File: src/rtl/dvfs_pkg.sv
// Shared types and constants for the NPU DVFS P-state sequencer.
// Holds the P-state table, FSM encoding and CSR unit conversion.
package dvfs_pkg;

    localparam int unsigned UTIL_W        = 10;
    localparam int unsigned PCT_W         = 7;
    localparam int unsigned MILLI_W       = 11;
    localparam int unsigned MV_W          = 16;
    localparam int unsigned PS_W          = 2;
    localparam int unsigned TBL_ENTRIES   = 4;
    localparam int unsigned MILLI_PER_PCT = 10;

    typedef logic [PS_W-1:0] pstate_t;

    typedef enum logic [2:0] {
        ST_IDLE,
        ST_VOLT_UP,
        ST_FREQ_UP,
        ST_FREQ_DN,
        ST_VOLT_DN
    } dvfs_state_t;

    // Index 0 is the slowest operating point.
    localparam logic [MV_W-1:0] PSTATE_FREQ_MHZ [TBL_ENTRIES] = '{16'd200, 16'd400, 16'd600, 16'd800};
    localparam logic [MV_W-1:0] PSTATE_VOLT_MV  [TBL_ENTRIES] = '{16'd600, 16'd700, 16'd800, 16'd900};

    function automatic logic [MILLI_W-1:0] pct_to_milli(input logic [PCT_W-1:0] pct);
        return MILLI_W'(pct) * MILLI_W'(MILLI_PER_PCT);
    endfunction

endpackage

File: src/rtl/util_window_avg.sv
// Utilization accumulator over a 2^WIN_LOG2-sample window.
// Average and window_done are combinational on the window's last sample.
module util_window_avg
    import dvfs_pkg::*;
#(
    parameter int unsigned WIN_LOG2 = 4
) (
    input  logic              clk,
    input  logic              reset,
    input  logic              clear,
    input  logic              sample_valid,
    input  logic [UTIL_W-1:0] sample,
    output logic [UTIL_W-1:0] avg_c,
    output logic              window_done_c
);

    localparam int unsigned ACC_W = UTIL_W + WIN_LOG2;

    logic [ACC_W-1:0]    acc_q;
    logic [ACC_W-1:0]    sum_c;
    logic [WIN_LOG2-1:0] cnt_q;

    assign sum_c         = acc_q + ACC_W'(sample);
    assign window_done_c = sample_valid && !clear && (cnt_q == '1);
    assign avg_c         = sum_c[ACC_W-1:WIN_LOG2];

    // Accumulate samples; restart at window end or whenever cleared.
    always_ff @(posedge clk or posedge reset) begin
        if (reset) begin
            acc_q <= '0;
            cnt_q <= '0;
        end else if (clear) begin
            acc_q <= '0;
            cnt_q <= '0;
        end else if (sample_valid) begin
            if (window_done_c) begin
                acc_q <= '0;
                cnt_q <= '0;
            end else begin
                acc_q <= sum_c;
                cnt_q <= cnt_q + WIN_LOG2'(1);
            end
        end
    end

endmodule

File: src/rtl/dvfs_pstate_sequencer.sv
// Closed-loop DVFS controller: windowed utilization drives one-step P-state
// changes, sequenced volt-before-freq going up and freq-before-volt going down.
module dvfs_pstate_sequencer
    import dvfs_pkg::*;
#(
    parameter int unsigned NUM_PSTATES    = 4,
    parameter int unsigned WIN_LOG2       = 4,
    parameter int unsigned SETTLE_TIMEOUT = 1024,
    parameter int unsigned RESET_PSTATE   = 0
) (
    input  logic              clk,
    input  logic              reset,
    input  logic              enable,
    input  logic              util_valid,
    input  logic [UTIL_W-1:0] util_milli,
    input  logic              util_override_en,
    input  logic [UTIL_W-1:0] util_override_milli,
    input  logic [PCT_W-1:0]  util_high_pct,
    input  logic [PCT_W-1:0]  util_low_pct,
    output logic              vreg_req,
    output logic [MV_W-1:0]   vreg_mv,
    input  logic              vreg_ack,
    output logic              pll_req,
    output logic [MV_W-1:0]   pll_mhz,
    input  logic              pll_lock,
    output logic [PS_W-1:0]   cur_pstate,
    output logic [MV_W-1:0]   cur_freq_mhz,
    output logic [MV_W-1:0]   cur_volt_mv,
    output logic              busy,
    output logic              timeout_err,
    input  logic              err_clr,
    output logic [15:0]       transition_count
);

    localparam int unsigned TMR_W = $clog2(SETTLE_TIMEOUT + 1);

    dvfs_state_t       state_q, state_d;
    pstate_t           target_q, target_d;
    pstate_t           cur_pstate_q, cur_pstate_d;
    logic              vreg_req_q, vreg_req_d, pll_req_q, pll_req_d;
    logic [MV_W-1:0]   vreg_mv_q, vreg_mv_d, pll_mhz_q, pll_mhz_d;
    logic [MV_W-1:0]   cur_freq_q, cur_freq_d, cur_volt_q, cur_volt_d;
    logic              busy_q, busy_d, timeout_err_q, timeout_err_d;
    logic [15:0]       tcount_q, tcount_d;
    logic [TMR_W-1:0]  timer_q, timer_d;

    logic              win_done_c;
    logic [UTIL_W-1:0] avg_c;
    logic [MILLI_W-1:0] hi_c, lo_c, avg_ext_c;
    logic              go_up_c, go_dn_c, timeout_c;
    pstate_t           up_idx_c, dn_idx_c;
    logic [15:0]       tcount_inc_c;

    util_window_avg #(.WIN_LOG2(WIN_LOG2)) u_win (
        .clk           (clk),
        .reset         (reset),
        .clear         (busy_q || !enable),
        .sample_valid  (util_override_en || util_valid),
        .sample        (util_override_en ? util_override_milli : util_milli),
        .avg_c         (avg_c),
        .window_done_c (win_done_c)
    );

    // Threshold decision; a non-increasing hi/lo pair means hold.
    assign hi_c      = pct_to_milli(util_high_pct);
    assign lo_c      = pct_to_milli(util_low_pct);
    assign avg_ext_c = MILLI_W'(avg_c);
    assign up_idx_c  = cur_pstate_q + PS_W'(1);
    assign dn_idx_c  = cur_pstate_q - PS_W'(1);
    assign go_up_c   = win_done_c && (hi_c > lo_c) && (avg_ext_c > hi_c)
                       && (cur_pstate_q < PS_W'(NUM_PSTATES - 1));
    assign go_dn_c   = win_done_c && (hi_c > lo_c) && (avg_ext_c < lo_c)
                       && (cur_pstate_q != '0);
    assign timeout_c = (timer_q == TMR_W'(SETTLE_TIMEOUT - 1));
    assign tcount_inc_c = (tcount_q != 16'hFFFF) ? tcount_q + 16'd1 : tcount_q;

    always_ff @(posedge clk or posedge reset) begin
        if (reset) begin
            state_q       <= ST_IDLE;
            target_q      <= PS_W'(RESET_PSTATE);
            cur_pstate_q  <= PS_W'(RESET_PSTATE);
            vreg_req_q    <= 1'b0;
            pll_req_q     <= 1'b0;
            vreg_mv_q     <= PSTATE_VOLT_MV[RESET_PSTATE];
            pll_mhz_q     <= PSTATE_FREQ_MHZ[RESET_PSTATE];
            cur_freq_q    <= PSTATE_FREQ_MHZ[RESET_PSTATE];
            cur_volt_q    <= PSTATE_VOLT_MV[RESET_PSTATE];
            busy_q        <= 1'b0;
            timeout_err_q <= 1'b0;
            tcount_q      <= '0;
            timer_q       <= '0;
        end else begin
            state_q       <= state_d;
            target_q      <= target_d;
            cur_pstate_q  <= cur_pstate_d;
            vreg_req_q    <= vreg_req_d;
            pll_req_q     <= pll_req_d;
            vreg_mv_q     <= vreg_mv_d;
            pll_mhz_q     <= pll_mhz_d;
            cur_freq_q    <= cur_freq_d;
            cur_volt_q    <= cur_volt_d;
            busy_q        <= busy_d;
            timeout_err_q <= timeout_err_d;
            tcount_q      <= tcount_d;
            timer_q       <= timer_d;
        end
    end

    // Step sequencing; a timeout drops both requests and keeps committed values.
    always_comb begin
        state_d       = state_q;
        target_d      = target_q;
        cur_pstate_d  = cur_pstate_q;
        vreg_req_d    = vreg_req_q;
        pll_req_d     = pll_req_q;
        vreg_mv_d     = vreg_mv_q;
        pll_mhz_d     = pll_mhz_q;
        cur_freq_d    = cur_freq_q;
        cur_volt_d    = cur_volt_q;
        tcount_d      = tcount_q;
        timer_d       = '0;
        timeout_err_d = timeout_err_q && !err_clr;

        case (state_q)
            ST_IDLE: begin
                if (go_up_c) begin
                    target_d   = up_idx_c;
                    vreg_mv_d  = PSTATE_VOLT_MV[up_idx_c];
                    vreg_req_d = 1'b1;
                    state_d    = ST_VOLT_UP;
                end else if (go_dn_c) begin
                    target_d  = dn_idx_c;
                    pll_mhz_d = PSTATE_FREQ_MHZ[dn_idx_c];
                    pll_req_d = 1'b1;
                    state_d   = ST_FREQ_DN;
                end
            end
            ST_VOLT_UP: begin
                if (vreg_ack) begin
                    cur_volt_d = vreg_mv_q;
                    vreg_req_d = 1'b0;
                    pll_mhz_d  = PSTATE_FREQ_MHZ[target_q];
                    pll_req_d  = 1'b1;
                    state_d    = ST_FREQ_UP;
                end else if (timeout_c) begin
                    vreg_req_d    = 1'b0;
                    timeout_err_d = 1'b1;
                    state_d       = ST_IDLE;
                end else begin
                    timer_d = timer_q + TMR_W'(1);
                end
            end
            ST_FREQ_UP: begin
                if (pll_lock) begin
                    cur_freq_d   = pll_mhz_q;
                    cur_pstate_d = target_q;
                    pll_req_d    = 1'b0;
                    tcount_d     = tcount_inc_c;
                    state_d      = ST_IDLE;
                end else if (timeout_c) begin
                    pll_req_d     = 1'b0;
                    timeout_err_d = 1'b1;
                    state_d       = ST_IDLE;
                end else begin
                    timer_d = timer_q + TMR_W'(1);
                end
            end
            ST_FREQ_DN: begin
                if (pll_lock) begin
                    cur_freq_d   = pll_mhz_q;
                    cur_pstate_d = target_q;
                    pll_req_d    = 1'b0;
                    vreg_mv_d    = PSTATE_VOLT_MV[target_q];
                    vreg_req_d   = 1'b1;
                    state_d      = ST_VOLT_DN;
                end else if (timeout_c) begin
                    pll_req_d     = 1'b0;
                    timeout_err_d = 1'b1;
                    state_d       = ST_IDLE;
                end else begin
                    timer_d = timer_q + TMR_W'(1);
                end
            end
            ST_VOLT_DN: begin
                if (vreg_ack) begin
                    cur_volt_d = vreg_mv_q;
                    vreg_req_d = 1'b0;
                    tcount_d   = tcount_inc_c;
                    state_d    = ST_IDLE;
                end else if (timeout_c) begin
                    vreg_req_d    = 1'b0;
                    timeout_err_d = 1'b1;
                    state_d       = ST_IDLE;
                end else begin
                    timer_d = timer_q + TMR_W'(1);
                end
            end
            default: begin
                vreg_req_d = 1'b0;
                pll_req_d  = 1'b0;
                state_d    = ST_IDLE;
            end
        endcase

        busy_d = (state_d != ST_IDLE);
    end

    assign vreg_req         = vreg_req_q;
    assign vreg_mv          = vreg_mv_q;
    assign pll_req          = pll_req_q;
    assign pll_mhz          = pll_mhz_q;
    assign cur_pstate       = cur_pstate_q;
    assign cur_freq_mhz     = cur_freq_q;
    assign cur_volt_mv      = cur_volt_q;
    assign busy             = busy_q;
    assign timeout_err      = timeout_err_q;
    assign transition_count = tcount_q;

endmodule

File: config.mk
export PLATFORM = sky130hd
export DESIGN_NAME = dvfs_pstate_sequencer
export DESIGN_NICKNAME = d
export VERILOG_FILES = /design/src/rtl/dvfs_pkg.sv /design/src/rtl/util_window_avg.sv /design/src/rtl/dvfs_pstate_sequencer.sv
export SDC_FILE = /design/constraint.sdc
export NUM_CORES = 1
export LEC_CHECK = 0
export BUFFER_PORTS_ARGS = -buffer_cell sky130_fd_sc_hd__buf_4
export CAP_MARGIN = 10
export CORE_ASPECT_RATIO = 0.7
export CORE_MARGIN = 2
export CORE_UTILIZATION = 50
export DETAILED_ROUTE_END_ITERATION = 8
export PLACE_DENSITY = 0.82
export REMOVE_ABC_BUFFERS = 1
export SETUP_SLACK_MARGIN = 0.05
export SYNTH_ARGS = -nofsm -noshare
export SYNTH_HDL_FRONTEND = slang
export SYNTH_SLANG_ARGS = --single-unit
File: constraint.sdc
create_clock -name clk -period 4.2 [get_ports clk]
set_input_delay 0.84 -clock clk [delete_from_list [all_inputs] [get_ports clk]]
set_output_delay 0.84 -clock clk [all_outputs]
set_load 0.01 [all_outputs]
==> impl_table.tex <==
\begin{tabular}{lr}
\hline
Metric & Value \\
\hline
\multicolumn{2}{l}{\textbf{STA}} \\
\quad Min Tclk post-route & 4710 ps \\
\quad Max Clock Skew & 4.57 ps \\
\quad Share of the cycle needed by the critical path after routing & 1.12 \\
\quad RSZ-0062 raised after global routing & yes \\
\quad Setup-violating endpoint count in the final report & 18 \\
\quad Max Slew Vio Count & 0 \\
\quad Hold violation total from the final report & 0 \\
\quad Worst Setup Slack, final & -514 ps \\
\quad Achievable Freq & 212 MHz \\
\quad Worst max-slew margin expressed relative to the limit & 0.223 \\
\quad Setup tns final & -6390 ps \\
\quad Slew of the pin with the lowest slew margin & 1160 ps \\
\multicolumn{2}{l}{\textbf{Critical path}} \\
\quad R2R cell count & 19 \\
\quad Crit Reg-Reg Startpoint & u\_win.acc\_q[0] \\
\quad Source of the critical timing path & util\_override\_en \\
\quad RR Endpoint & pll\_mhz[4] \\
\quad Req. time, crit path & 4480 ps \\
\quad Kind of start point of the critical path & input pin \\
\quad Crit path max fanout & 7 \\
\quad Worst Setup Path Type & in -> reg \\
\quad Last element of the critical path & pll\_mhz[4] \\
\quad Register-to-register setup slack & -30 ps \\
\quad Worst Setup End Kind & flop \\
\quad Worst path arrival time & 4990 ps \\
\multicolumn{2}{l}{\textbf{Power and ir drop}} \\
\quad Seq pwr share & 0.292 \\
\quad Comb pwr share & 0.478 \\
\quad LEAKAGE & 0.00382 uW \\
\quad Maximum ir drop on the vdd rail & 0.244 mV \\
\quad Power density relative to cell area & 436 nW/um2 \\
\quad Switching power summed over all nets & 1220 uW \\
\quad Proportion of total power due to net switching & 0.374 \\
\quad Internal power of the cells & 2050 uW \\
\quad Clock share of power & 0.230 \\
\multicolumn{2}{l}{\textbf{Floorplan}} \\
\quad Standard cell core area & 11000 um2 \\
\quad Initial Util & 0.512 \\
\quad DIE AREA & 12100 um2 \\
\quad Rows & 32 \\
\quad Top-level port count & 128 \\
\quad Vert. Die Dim & 92.6 um \\
\quad Width of the chip & 131 um \\
\multicolumn{2}{l}{\textbf{GRT}} \\
\quad Global-route usage over all layers & 0.252 \\
\quad Number of antenna violations at the first check in global routing & 0 \\
\quad Pin count of the biggest net entering global routing & 53 \\
\quad Vias in the first global route & 5055 \\
\quad Global-route wire length before repair & 24000 um \\
\quad Overflow left after global routing & 0 \\
\multicolumn{2}{l}{\textbf{Detailed routing}} \\
\quad Initial DRC Count & 354 \\
\quad Detailed route wirelength on metal2 & 7450 um \\
\quad Per-cell via count in the routed design & 5.46 \\
\quad Number of search-and-repair iterations in the first detailed-routing pass & 5 \\
\quad Max Used Layer & met4 \\
\quad WL met3 & 915 um \\
\quad Final routed wire length divided by cell count & 16.7 um \\
\quad DRT antenna net count & 0 \\
\quad Met1 wire length & 6640 um \\
\quad DR vias & 4975 \\
\quad Post-detailed-route DRC marker count & 0 \\
\quad Total wire length & 15200 um \\
\multicolumn{2}{l}{\textbf{Yosys}} \\
\quad Top cells by area, synth & sky130\_fd\_sc\_hd\_\_dfrtp\_1, sky130\_fd\_sc\_hd\_\_ha\_1, sky130\_fd\_sc\_hd\_\_buf\_4, sky130\_fd\_sc\_hd\_\_mux2\_2, sky130\_fd\_sc\_hd\_\_xnor2\_1 \\
\quad Synthesized instance count & 580 \\
\quad Number of flops mapped to enable cells by yosys & 0 \\
\quad Top cell type's share of synthesized area & 0.312 \\
\quad Number of synthesized register bits & 78 \\
\quad Fraction of registers with async set or reset after synthesis & 1.00 \\
\quad Total standard cell area after synthesis & 5610 um2 \\
\quad Sequential share of the synthesized area & 0.350 \\
\quad Biggest area consumer among synthesized cells & sky130\_fd\_sc\_hd\_\_dfrtp\_1 \\
\quad Count of unique library cells instantiated by Yosys & 63 \\
\quad Post-Syn Area per Cell & 9.68 um2 \\
\quad Primary FF master, synth & sky130\_fd\_sc\_hd\_\_dfrtp\_1 \\
\quad Synthesis warning total & 0 \\
\multicolumn{2}{l}{\textbf{Placement}} \\
\quad Port buffer count & 91 \\
\quad Setup slack at placement & -1110 ps \\
\quad Inst Count DP & 882 \\
\quad Post-Place Cell Area & 6840 um2 \\
\quad Post-detail-place hpwl & 11100 um \\
\quad Global placement routability congestion & 0.903 \\
\multicolumn{2}{l}{\textbf{Clock network}} \\
\quad Bufs on Longest Clock Path & 2 \\
\quad Total CTS buffers & 9 \\
\quad CTS tree & built \\
\quad Number of buffers inserted for hold repair after clock tree synthesis & 0 \\
\quad Buffer type at the clock tree root & sky130\_fd\_sc\_hd\_\_clkbuf\_16 \\
\quad Clock transition at the register clock pins on the worst setup and hold paths after CTS & 60 ps \\
\quad Clock latency at the later pin of the worst-skew pair & 340 ps \\
\quad Depth of the CTS H-tree & 3 \\
\quad Clk sinks & 78 \\
\multicolumn{2}{l}{\textbf{Min path}} \\
\quad Min-Delay Path Class & reg -> reg \\
\multicolumn{2}{l}{\textbf{Layout}} \\
\quad Ratio of cells with drive above 1 in the final layout & 0.356 \\
\quad Commonest non-fill, non-tap cell in the layout & sky130\_fd\_sc\_hd\_\_buf\_4 \\
\quad Relative area change from synthesis to final layout & 33.7\% \\
\quad Post-route cell area & 7500 um2 \\
\quad \# diodes & 0 \\
\quad Post-layout net count & 862 \\
\quad Most frequent cells in the layout & sky130\_fd\_sc\_hd\_\_buf\_4, sky130\_fd\_sc\_hd\_\_dfrtp\_1, sky130\_fd\_sc\_hd\_\_ha\_1, sky130\_fd\_sc\_hd\_\_conb\_1 \\
\quad Count of placed standard cells in the final layout, fillers left out & 912 \\
\multicolumn{2}{l}{\textbf{Outcome}} \\
\quad Violated checks & setup timing \\
\quad Result of the run & finished, violations left \\
\multicolumn{2}{l}{\textbf{Run}} \\
\quad Number of maximum-capacitance constraint violations & 0 \\
\hline
\end{tabular}
-- per-stage QoR --
step                      hold slack (ps)  utilization  total power, uW
final                                 487        0.684             3270
after global routing                  518        0.684             3470
after CTS                             491        0.669             3150
after detailed placement              479        0.623             2300
after global placement                460        0.623             2210
after floorplan                       445            -             1720
-- sequential cells by signal (all words and copies together), names as in the netlist, 4 cells and up --
name,flops
transition_count,16
u_win.acc_q,14
timer_q,11
cur_freq_mhz,6
pll_mhz,6
cur_volt_mv,5
vreg_mv,5
u_win.cnt_q,4
-- logic make-up (layout without fill, tap and decap cells) --
family | after synthesis | count (layout) | share of synthesized area
AO/OA/AOI/OAI | 129 | 129 | 0.156
XOR/XNOR | 43 | 43 | 0.0671
adder cells (fa/ha/maj) | 67 | 67 | 0.153
buffers and inverters | 85 | 230 | 0.0850
flip-flops | 78 | 78 | 0.350
multiplexers | 26 | 26 | 0.0513
other | 2 | 36 | 0.00134
AND/OR/NAND/NOR | 150 | 150 | 0.137
-- what timing repair did --
item | in CTS | in global routing
endpoints found under the setup margin | 18 | 18
buffers inserted | 11 | 4
pin swaps | 24 | 26
gates resized for setup | 29 | 26
-- Yosys cell counts (all sizes together), types with 3 or more instances --
| cell | n |
|---|---|
| a2111oi | 3 |
| o31ai | 3 |
| fa | 3 |
| mux2i | 4 |
| a31oi | 4 |
| and2 | 4 |
| a22o | 11 |
| xor2 | 17 |
| inv | 32 |
| nor2 | 36 |
| a21oi | 29 |
| mux2 | 22 |
| or3 | 3 |
| nand4 | 6 |
| and3 | 9 |
| buf | 44 |
| nor3 | 8 |
| o22ai | 4 |
| o21ai | 33 |
| nand2 | 33 |
| nand2b | 6 |
| dfrtp | 70 |
| dfstp | 8 |
| clkbuf | 9 |
| o21a | 5 |
| a21o | 12 |
| nor2b | 8 |
| nand3b | 3 |
| nor3b | 4 |
| a211oi | 4 |
| nand3 | 21 |
| ha | 63 |
| o211ai | 3 |
| a221oi | 3 |
| xnor2 | 26 |
-- critical path: stages --
cell and delay (ps):
sky130_fd_sc_hd__buf_8 100, sky130_fd_sc_hd__mux2_4 300, sky130_fd_sc_hd__ha_4 160, sky130_fd_sc_hd__fa_2 330, sky130_fd_sc_hd__a21o_1 200, sky130_fd_sc_hd__a21oi_2 180
sky130_fd_sc_hd__o21ai_2 80, sky130_fd_sc_hd__a21oi_2 160, sky130_fd_sc_hd__o21bai_1 100, sky130_fd_sc_hd__a31o_2 260, sky130_fd_sc_hd__and3_4 200, sky130_fd_sc_hd__xor2_4 160
sky130_fd_sc_hd__ha_4 170, sky130_fd_sc_hd__or2_4 230, sky130_fd_sc_hd__nor3_2 140, sky130_fd_sc_hd__a31oi_1 120, sky130_fd_sc_hd__maj3_2 340, sky130_fd_sc_hd__a2111oi_4 480
sky130_fd_sc_hd__buf_6 200, sky130_fd_sc_hd__a22o_1 140, sky130_fd_sc_hd__a21o_2 90
-- area by class of cell --
| cell class | count | area (um2) |
|---|---|---|
| multi-input combinational | 451 | 3560 |
| fill | 825 | 3470 |
| sequential | 78 | 1960 |
| timing repair buffer | 182 | 1390 |
| clock buffer | 14 | 244 |
| tap | 153 | 191 |
| inverter | 32 | 120 |
| clock inverter | 2 | 35.0 |
-- how the worst min path moves through the flow --
| stage | startpoint | end | slack, ps | depth (start not counted) |
|---|---|---|---|---|
| CTS | timer_q[0] | timer_q[0] | 490 | 1 |
| floorplan | timer_q[0] | timer_q[0] | 440 | 1 |
| global route | cur_volt_mv[5] | cur_volt_mv[5] | 520 | 1 |
| finish | timer_q[0] | timer_q[0] | 490 | 1 |
| global placement | timer_q[0] | timer_q[0] | 460 | 1 |
| detailed placement | cur_freq_mhz[9] | cur_freq_mhz[9] | 480 | 2 |
-- power by group through the flow --
| stage | sequential [uW] | combinational [uW] | clock, uW |
|---|---|---|---|
| 2_1_floorplan | 955 | 764 | 0 |
| 3_3_place_gp | 952 | 1250 | 0 |
| 3_5_place_dp | 959 | 1340 | 0 |
| 4_1_cts | 952 | 1440 | 765 |
| 5_1_grt | 971 | 1700 | 804 |
| 6_report | 956 | 1570 | 751 |
-- metal layers --
layer	vias up	global-route usage
met5	-	0
met4	0	0.0470
met3	20	0.0676
met2	191	0.426
met1	2422	0.329
li1	2342	-
Power figures use the tool's default switching activity.
